--- config.mk ---
export PLATFORM = sky130hd
export DESIGN_NAME = hazard_stall_ctrl
export DESIGN_NICKNAME = d
export VERILOG_FILES = /design/src/rtl/hazard_pkg.sv /design/src/rtl/hz_sat_counter.sv /design/src/rtl/hazard_stall_ctrl.sv
export SDC_FILE = /design/constraint.sdc
export NUM_CORES = 1
export LEC_CHECK = 0
export ABC_AREA = 1
export CORE_MARGIN = 1
export CORE_UTILIZATION = 42
export DETAILED_ROUTE_END_ITERATION = 10
export GPL_TIMING_DRIVEN = 0
export PLACE_DENSITY = 0.77
export REMOVE_ABC_BUFFERS = 1
export SLEW_MARGIN = 0
export SYNTH_ARGS = -nofsm -noshare
export SYNTH_HDL_FRONTEND = slang
export SYNTH_HIERARCHICAL = 1
export SYNTH_SLANG_ARGS = --single-unit
--- constraint.sdc ---
create_clock -name clk -period 2.3 [get_ports clk]
set_clock_uncertainty 0.1 [all_clocks]
set_input_delay 0.23 -clock clk [delete_from_list [all_inputs] [get_ports clk]]
set_output_delay 0.23 -clock clk [all_outputs]
set_load 0.05 [all_outputs]
--- src/rtl/hazard_pkg.sv ---
// Shared types and constants for the pipeline hazard/stall controller.
package hazard_pkg;

    typedef enum logic [1:0] {
        RUN      = 2'd0,
        MEM_WAIT = 2'd1,
        FLUSH    = 2'd2
    } hz_state_t;

    localparam int REG_W = 5;
    localparam logic [REG_W-1:0] XZR = 5'd31;

endpackage

--- src/rtl/hz_sat_counter.sv ---
// Saturating up-counter for the hazard performance counters.
// Only present in builds with HAZARD_PERF_CNT_EN defined.
`ifdef HAZARD_PERF_CNT_EN
module hz_sat_counter #(
    parameter int CNT_W = 16
) (
    input  logic             clk,
    input  logic             reset,
    input  logic             inc,
    input  logic             clr,
    output logic [CNT_W-1:0] q
);

    logic [CNT_W-1:0] cnt_q;
    logic [CNT_W-1:0] cnt_d;

    // Sticks at all-ones instead of wrapping back to zero.
    always_comb begin
        cnt_d = cnt_q;
        if (clr) begin
            cnt_d = '0;
        end else if (inc && (cnt_q != '1)) begin
            cnt_d = cnt_q + 1'b1;
        end
    end

    always_ff @(posedge clk or posedge reset) begin
        if (reset) begin
            cnt_q <= '0;
        end else begin
            cnt_q <= cnt_d;
        end
    end

    assign q = cnt_q;

endmodule
`endif

--- src/rtl/hazard_stall_ctrl.sv ---
// Load-use bubble, memory-wait freeze and taken-branch squash control beside decode.
// Build option HAZARD_PERF_CNT_EN: implements StallCnt/HoldCnt; otherwise they read 0.
module hazard_stall_ctrl
    import hazard_pkg::*;
#(
    parameter int FLUSH_CYCLES = 1,
    parameter int MAX_WAIT     = 255,
    parameter int CNT_W        = 16
) (
    input  logic             clk,
    input  logic             reset,
    input  logic [REG_W-1:0] DecAa,
    input  logic [REG_W-1:0] DecAb,
    input  logic             DecUsesA,
    input  logic             DecUsesB,
    input  logic [REG_W-1:0] ExAw,
    input  logic             ExMemRead,
    input  logic             BrTaken,
    input  logic             MemReq,
    input  logic             MemReady,
    output logic             PCWrite,
    output logic             IfIdWrite,
    output logic             IdExBubble,
    output logic             IfIdFlush,
    output logic             PipeHold,
    output logic             MemTimeout,
    output logic [CNT_W-1:0] StallCnt,
    output logic [CNT_W-1:0] HoldCnt
);

    localparam int WAIT_W = $clog2(MAX_WAIT + 1);
    localparam logic [WAIT_W-1:0] WAIT_LIMIT = WAIT_W'(MAX_WAIT);
    localparam logic [2:0] FLUSH_FULL = 3'(FLUSH_CYCLES);
    localparam logic [2:0] FLUSH_LAST = 3'(FLUSH_CYCLES - 1);

    hz_state_t         state_q, state_d;
    logic              br_pend_q, br_pend_d;
    logic [2:0]        flush_cnt_q, flush_cnt_d;
    logic [WAIT_W-1:0] wait_cnt_q, wait_cnt_d;
    logic              mem_timeout_q, mem_timeout_d;
    logic              mem_stall;
    logic              load_use;

    assign mem_stall = MemReq && !MemReady;
    assign load_use  = ExMemRead && (ExAw != XZR) &&
                       ((DecUsesA && (ExAw == DecAa)) || (DecUsesB && (ExAw == DecAb)));

    always_comb begin
        state_d       = state_q;
        br_pend_d     = br_pend_q;
        flush_cnt_d   = flush_cnt_q;
        wait_cnt_d    = wait_cnt_q;
        mem_timeout_d = mem_timeout_q;
        PCWrite       = 1'b1;
        IfIdWrite     = 1'b1;
        IdExBubble    = 1'b0;
        IfIdFlush     = 1'b0;
        PipeHold      = 1'b0;

        case (state_q)
            RUN: begin
                if (mem_stall) begin
                    PCWrite     = 1'b0;
                    IfIdWrite   = 1'b0;
                    PipeHold    = 1'b1;
                    br_pend_d   = BrTaken;
                    flush_cnt_d = '0;
                    wait_cnt_d  = '0;
                    state_d     = MEM_WAIT;
                end else if (BrTaken) begin
                    IfIdFlush   = 1'b1;
                    IdExBubble  = 1'b1;
                    flush_cnt_d = FLUSH_LAST;
                    if (FLUSH_LAST != 3'd0) begin
                        state_d = FLUSH;
                    end
                end else if (load_use) begin
                    PCWrite    = 1'b0;
                    IfIdWrite  = 1'b0;
                    IdExBubble = 1'b1;
                end
            end

            MEM_WAIT: begin
                br_pend_d = br_pend_q || BrTaken;
                if (MemReady) begin
                    // A stalled load-use hazard is still pending at release unless a flush follows.
                    wait_cnt_d = '0;
                    br_pend_d  = 1'b0;
                    if (br_pend_q || BrTaken) begin
                        flush_cnt_d = FLUSH_FULL;
                        state_d     = FLUSH;
                    end else if (flush_cnt_q != 3'd0) begin
                        state_d = FLUSH;
                    end else begin
                        state_d = RUN;
                        if (load_use) begin
                            PCWrite    = 1'b0;
                            IfIdWrite  = 1'b0;
                            IdExBubble = 1'b1;
                        end
                    end
                end else begin
                    PCWrite   = 1'b0;
                    IfIdWrite = 1'b0;
                    PipeHold  = 1'b1;
                    if (wait_cnt_q != WAIT_LIMIT) begin
                        wait_cnt_d = wait_cnt_q + 1'b1;
                    end
                    if (wait_cnt_d == WAIT_LIMIT) begin
                        mem_timeout_d = 1'b1;
                    end
                end
            end

            FLUSH: begin
                if (mem_stall) begin
                    // Remaining flush count is preserved and resumed after the memory wait.
                    PCWrite    = 1'b0;
                    IfIdWrite  = 1'b0;
                    PipeHold   = 1'b1;
                    br_pend_d  = BrTaken;
                    wait_cnt_d = '0;
                    state_d    = MEM_WAIT;
                end else begin
                    IfIdFlush   = 1'b1;
                    IdExBubble  = 1'b1;
                    flush_cnt_d = flush_cnt_q - 3'd1;
                    if (flush_cnt_q <= 3'd1) begin
                        flush_cnt_d = '0;
                        state_d     = RUN;
                    end
                end
            end

            default: begin
                state_d = RUN;
            end
        endcase

        if (reset) begin
            PCWrite    = 1'b1;
            IfIdWrite  = 1'b1;
            IdExBubble = 1'b0;
            IfIdFlush  = 1'b0;
            PipeHold   = 1'b0;
        end
    end

    always_ff @(posedge clk or posedge reset) begin
        if (reset) begin
            state_q       <= RUN;
            br_pend_q     <= 1'b0;
            flush_cnt_q   <= '0;
            wait_cnt_q    <= '0;
            mem_timeout_q <= 1'b0;
        end else begin
            state_q       <= state_d;
            br_pend_q     <= br_pend_d;
            flush_cnt_q   <= flush_cnt_d;
            wait_cnt_q    <= wait_cnt_d;
            mem_timeout_q <= mem_timeout_d;
        end
    end

    assign MemTimeout = mem_timeout_q;

`ifdef HAZARD_PERF_CNT_EN
    logic stall_inc;
    logic hold_inc;

    // A bubble without a flush is exactly a load-use stall.
    assign stall_inc = IdExBubble && !IfIdFlush;
    assign hold_inc  = (state_q == MEM_WAIT);

    hz_sat_counter #(.CNT_W(CNT_W)) u_stall_cnt (
        .clk   (clk),
        .reset (reset),
        .inc   (stall_inc),
        .clr   (1'b0),
        .q     (StallCnt)
    );

    hz_sat_counter #(.CNT_W(CNT_W)) u_hold_cnt (
        .clk   (clk),
        .reset (reset),
        .inc   (hold_inc),
        .clr   (1'b0),
        .q     (HoldCnt)
    );
`else
    assign StallCnt = '0;
    assign HoldCnt  = '0;
`endif

endmodule

==> results.sh, run 1 <==
export IMPL_outcome="finished, final reports clean"
export IMPL_place_congestion=0.830
export IMPL_cts_sinks=15
export IMPL_die_w_um=63.7
export IMPL_layout_drive_gt1_share=0.0821
export IMPL_vdd_drop_max_v=0.000649
export IMPL_utilization=0.510
export IMPL_ys_warn_count=6
export IMPL_drc=0
export IMPL_hold_class="input pin to asynchronous set/reset pin"
export IMPL_diodes=0
export IMPL_synth_area_leaders="dfrtp_1 (23%), buf_4 (16%), nand2_1 (15%)"
export IMPL_yosysMostFrequentCell="nand2_1"
export IMPL_cp_required_ns=1.97
export IMPL_grt_max_degree=17
export IMPL_grt_overflow=0
export IMPL_io_buffers=28
export IMPL_synth_seq_cells=15
export IMPL_dr_pass1_iters=4
export IMPL_wl_um=3200
export IMPL_grt_pass1_wl_um=5240
export IMPL_yosys_area_top_type="dfrtp_1"
export IMPL_synth_area_um2=1600
export IMPL_cap_violations=0
export IMPL_area_delta_synth_final_pct=16.6
export IMPL_cp_end_kind="primary output"
export IMPL_cts_buffers=3
export IMPL_die_area_um2=4060
export IMPL_fmax_ghz=0.450
export IMPL_cts_hold_buf=0
export IMPL_clk_pin_slew_ns=0.06
export IMPL_synthFlopType="dfrtp_1"
export IMPL_vias=1506
export IMPL_first_global_vias=1232
export IMPL_leakage_uw=0.000995
export IMPL_synth_cell_type_count=26
export IMPL_synth_edf_count=0
export IMPL_finalCriticalPeriod_ns=2.22
export IMPL_cts_tree="yes"
export IMPL_final_cells=328
export IMPL_cp_max_fo=11
export IMPL_clk_latency_ns=0.25
export IMPL_path_class="register to primary output"
export IMPL_antenna_found_initial=0
export IMPL_yosysSeqAreaShare=0.235
export IMPL_drt_wirelength_per_cell_um=9.75
export IMPL_htree_levels=1
export IMPL_placed_cells=321
export IMPL_core_um2=3660
export IMPL_nFillCells=373
export IMPL_viasPerCell=4.59
export IMPL_boundaryPins=61
export IMPL_hpwlAfterDp_um=2560
export IMPL_startpoint_type="register"
export IMPL_finalSetupViolCount=0
export IMPL_rows=22
export IMPL_synth_avg_cell_area_um2=6.43
export IMPL_multi_input_comb_area_um2=933
export IMPL_netlist_top_cells_count="nand2_1 (64), inv_1 (41), buf_4 (35)"
export IMPL_finalHoldViolations=0
export IMPL_async_flop_share=1.00
export IMPL_final_nets=312
export IMPL_initialDrtViolationCount=73
export IMPL_track_usage=0.164
export IMPL_drt_antenna_violating_nets=0
export IMPL_rsz0062_at_grt="true"
export IMPL_period_share=0.965
export IMPL_start_util=0.437
export IMPL_clock_path_buffers=2
export IMPL_cts_root_buf="clkbuf_8"
export IMPL_synth_top_area_share=0.235
export IMPL_seq_area_um2=375
export IMPL_die_h_um=63.7
export IMPL_syn_inst=249
export IMPL_drv_slew=0
export IMPL_power_density_nw_per_um2=806
export IMPL_critical_path_arrival_ns=1.89
## metal layers
layer	wire length [µm]	GRT usage	part of all wire	vias up
li1	-	-	-	778
met1	1380	0.192	0.43	669
met2	1640	0.298	0.51	55
met3	145	0.0344	0.045	4
met4	29	0.0398	0.0091	0
met5	0	0	0	-
## cell families (layout without fill, tap and decap cells)
group	count (synthesis)	count (layout)	synth area share
flip-flops	15	15	0.235
AND/OR/NAND/NOR	117	117	0.324
XOR/XNOR	2	2	0.0109
AO/OA/AOI/OAI	29	29	0.103
adder cells (fa/ha/maj)	8	8	0.0626
buffers and inverters	77	77	0.263
other	1	32	0.00234
## through the flow
stage / total power [µW] / hold WS [ns] / area (µm²) / TNS [ns] / setup WS (ns)
4_1_cts: 1500 / 0.245 / 1850 / 0 / 0.0101
5_1_grt: 1630 / 0.280 / 1870 / -0.0543 / -0.0543
6_report: 1500 / 0.264 / 1870 / 0 / 0.0800
3_3_place_gp: 1260 / 0.355 / 1790 / -1.93 / -0.441
3_5_place_dp: 1270 / 0.357 / 1790 / -2.05 / -0.463
2_1_floorplan: 1060 / 0.0397 / 1450 / 0 / 0.118
## state kept, by name (all words and copies together) (netlist names)
name and flops:
MemTimeout 1, br_pend_q 1, flush_cnt_q 3, state_q 2, wait_cnt_q 8
## final timing paths
check	startpoint	to	slack [ns]	cells after the start
max	state_q[1]	PipeHold	0.08	7
min	reset	state_q[0]	0.26	3
max reg2reg	state_q[0]	wait_cnt_q[0]	0.46	6
min reg2reg	MemTimeout	MemTimeout	0.37	2
max in group asynchronous	reset	flush_cnt_q[2]	1.70	3
min in group clk	MemTimeout	MemTimeout	0.37	2
## layout by cell type (no fill, tap or decap), drive strengths merged
| cell type | netlist | layout |
|---|---|---|
| o211ai | 1 | 1 |
| conb | 1 | 32 |
| a21oi | 6 | 6 |
| xor2 | 1 | 1 |
| inv | 42 | 41 |
| nor3 | 4 | 4 |
| clkdlybuf4s50 | 0 | 23 |
| nand3 | 21 | 21 |
| nand2 | 65 | 65 |
| dfrtp | 15 | 15 |
| nor2 | 22 | 22 |
| or2 | 1 | 1 |
| clkinvlp | 0 | 1 |
| ha | 8 | 8 |
| clkdlybuf4s15 | 0 | 1 |
| o21bai | 1 | 1 |
| o21ai | 19 | 19 |
| nand4 | 3 | 3 |
| nor3b | 1 | 1 |
| buf | 35 | 5 |
| o21a | 1 | 1 |
| clkbuf | 0 | 5 |
| a31oi | 1 | 1 |
| clkinv | 0 | 1 |
| xnor2 | 1 | 1 |
## final cells by class
type                            count  area share
Tap cell                           48      0.0322
Clock inverter                      1     0.00268
Clock buffer                        3      0.0221
Inverter                           42      0.0865
Multi-Input combinational cell    188       0.500
Timing Repair Buffer               31       0.155
Sequential cell                    15       0.201
## critical path, stage by stage (launching register included)
cell and delay [ns]:
dfrtp_1 0.41, inv_1 0.11, ha_1 0.23, inv_2 0.09, nor2_4 0.24, inv_1 0.07, a21oi_1 0.21, clkbuf_4 0.27
## power breakdown
| part | switching (µW) | leakage, µW | internal [µW] |
|---|---|---|---|
| combinational | 643 | 0.000774 | 266 |
| clock | 102 | 0.0000255 | 120 |
| sequential | 45.7 | 0.000196 | 326 |
| total | 791 | 0.000995 | 713 |
## what timing repair did
item | 4_1_cts | 5_1_grt
setup endpoints to repair | 5 | 5
buffers inserted | 0 | 3
pin swaps | 0 | 0
endpoints found under the hold margin | 0 | 0
gates resized for setup | 23 | 7
No activity file was read; power rests on OpenSTA's default activity.
==> run 2, diff against run 1 <==
- TNS_END_PERCENT: not set -> 1
==> run 2 against run 1 <==
Net effect: via count decreased by 1.7%; cell area is 1.5% lower; sequential power barely moved; fmax shrank 0.30%; worst setup slack got worse by 0.0067 ns; clock power about the same; critical endpoint unchanged.
==> results.sh, run 2 (same netlist as run 1, synthesis figures left out) <==
export IMPL_cpMaxStageDelayCell="dfrtp_1"
export IMPL_cap_violations=0
export IMPL_r2r_slack_ns=0.47
export IMPL_drc=0
export IMPL_cp_required_ns=1.97
export IMPL_core_um2=3660
export IMPL_die_h_um=63.7
export IMPL_cts_buffers=3
export IMPL_worst_path_dominant_cell_family="buffers and inverters"
export IMPL_cpMostUsedCell="inv_1"
export IMPL_die_area_um2=4060
export IMPL_finalHoldViolations=0
export IMPL_final_nets=309
export IMPL_drv_slew=0
export IMPL_rows=22
export IMPL_clock_path_buffers=2
export IMPL_cts_root_buf="clkbuf_8"
export IMPL_clk_pin_slew_ns=0.07
export IMPL_cts_hold_buf=0
export IMPL_finalSetupViolCount=0
export IMPL_top_regs="wait_cnt_q x8, flush_cnt_q x3, state_q x2"
export IMPL_grt_pass1_wl_um=5220
export IMPL_cts_tree="yes"
export IMPL_initialDrtViolationCount=89
export IMPL_hold_ws_ns=0.236
export IMPL_first_global_vias=1231
export IMPL_grt_max_degree=17
export IMPL_place_congestion=0.830
export IMPL_leakage_uw=0.000978
export IMPL_period_share=0.968
export IMPL_die_w_um=63.7
export IMPL_setup_tns_ns=0
export IMPL_htree_levels=1
export IMPL_wl_um=3170
export IMPL_drt_antenna_violating_nets=0
export IMPL_vias=1480
export IMPL_area_delta_synth_final_pct=14.8
export IMPL_cts_sinks=15
export IMPL_fmax_ghz=0.449
export IMPL_largest_reg_flops=8
export IMPL_antenna_found_initial=0
export IMPL_io_buffers=28
export IMPL_hold_class="input pin to asynchronous set/reset pin"
export IMPL_path_class="register to primary output"
export IMPL_track_usage=0.163
export IMPL_start_util=0.437
export IMPL_outcome="finished, final reports clean"
export IMPL_crit_chain="inv_1 > ha_1 > inv_2 > nor2_4 > inv_1 > a21oi_1 > buf_2"
export IMPL_layout_common_cells="nand2_1 (63), inv_1 (40), conb_1 (32)"
export IMPL_cp_end_kind="primary output"
export IMPL_dr_pass1_iters=5
export IMPL_utilization=0.502
export IMPL_final_cells=325
export IMPL_hpwlAfterDp_um=2560
export IMPL_rsz0062_at_grt="true"
export IMPL_vdd_drop_max_v=0.000649
export IMPL_critical_path_arrival_ns=1.90
export IMPL_cp_num_buf_inv=4
export IMPL_boundaryPins=61
export IMPL_startpoint_type="register"
export IMPL_layout_drive_gt1_share=0.0758
export IMPL_grt_overflow=0
export IMPL_power_density_nw_per_um2=811
export IMPL_placed_cells=321
export IMPL_cp_max_fo=11
export IMPL_layout_commonest_cell="nand2_1"
export IMPL_finalCriticalPeriod_ns=2.23
export IMPL_diodes=0
export IMPL_drt_wirelength_per_cell_um=9.76
export IMPL_clk_latency_ns=0.25
export IMPL_viasPerCell=4.55
export IMPL_top_register="wait_cnt_q"
export IMPL_slowest_delay_ns=0.41
==> run 2: cell count changes in the layout (fill, tap and decap cells not counted), sizes merged <==
cell           delta
buf               -2
clkdlybuf4s15     -1
==> run 2: final timing paths <==
check,from,cells past startpoint,end
max in group asynchronous,reset,2,flush_cnt_q[0]
hold / removal,reset,2,wait_cnt_q[7]
setup / recovery,state_q[1],7,PipeHold
setup reg to reg,state_q[0],7,br_pend_q
hold reg to reg,MemTimeout,2,MemTimeout
min in group clk,MemTimeout,2,MemTimeout
==> run 2: power by group <==
part / leakage, µW / internal (µW) / switching [µW]
registers: 0.000196 / 326 / 46.0
clock network: 0.0000255 / 120 / 99.4
logic: 0.000756 / 258 / 641
total: 0.000978 / 704 / 786
==> run 2: layout make-up <==
cell class / count / area, µm²
fillers: 376 / 1820
multi-input cells: 188 / 936
flip-flops and latches: 15 / 375
repair buffers: 28 / 258
inverters: 42 / 161
well taps: 48 / 60.1
clock buffers: 3 / 41.3
clock inverters: 1 / 5.00
==> run 2: per-layer routing <==
metal / GRT usage / part of all wire
met1: 0.191 / 0.45
met2: 0.298 / 0.51
met3: 0.0344 / 0.038
met4: 0.0398 / 0.0085
met5: 0 / 0
==> run 2: timing repair <==
action,4_1_cts,5_1_grt
endpoints found under the setup margin,5,5
endpoints found under the hold margin,0,0
gates resized for setup,19,11
buffers inserted,0,0
pin swaps,0,1
==> run 2: worst register-to-register path, delay by kind of cell (launching register included) <==
| family | cells | cell delay (ns) |
|---|---|---|
| flops | 1 | 0.37 |
| simple gates | 2 | 0.34 |
| buf+inv | 2 | 0.21 |
| fa+ha+maj | 1 | 0.27 |
| compound gates | 2 | 0.47 |
==> run 2: metrics by stage <==
step | worst slack, ns | area (µm²) | total power [µW]
6_report | 0.0733 | 1840 | 1490
2_1_floorplan | 0.118 | 1450 | 1060
4_1_cts | -0.0925 | 1850 | 1490
3_3_place_gp | -0.441 | 1790 | 1260
5_1_grt | -0.0187 | 1840 | 1620
3_5_place_dp | -0.463 | 1790 | 1270
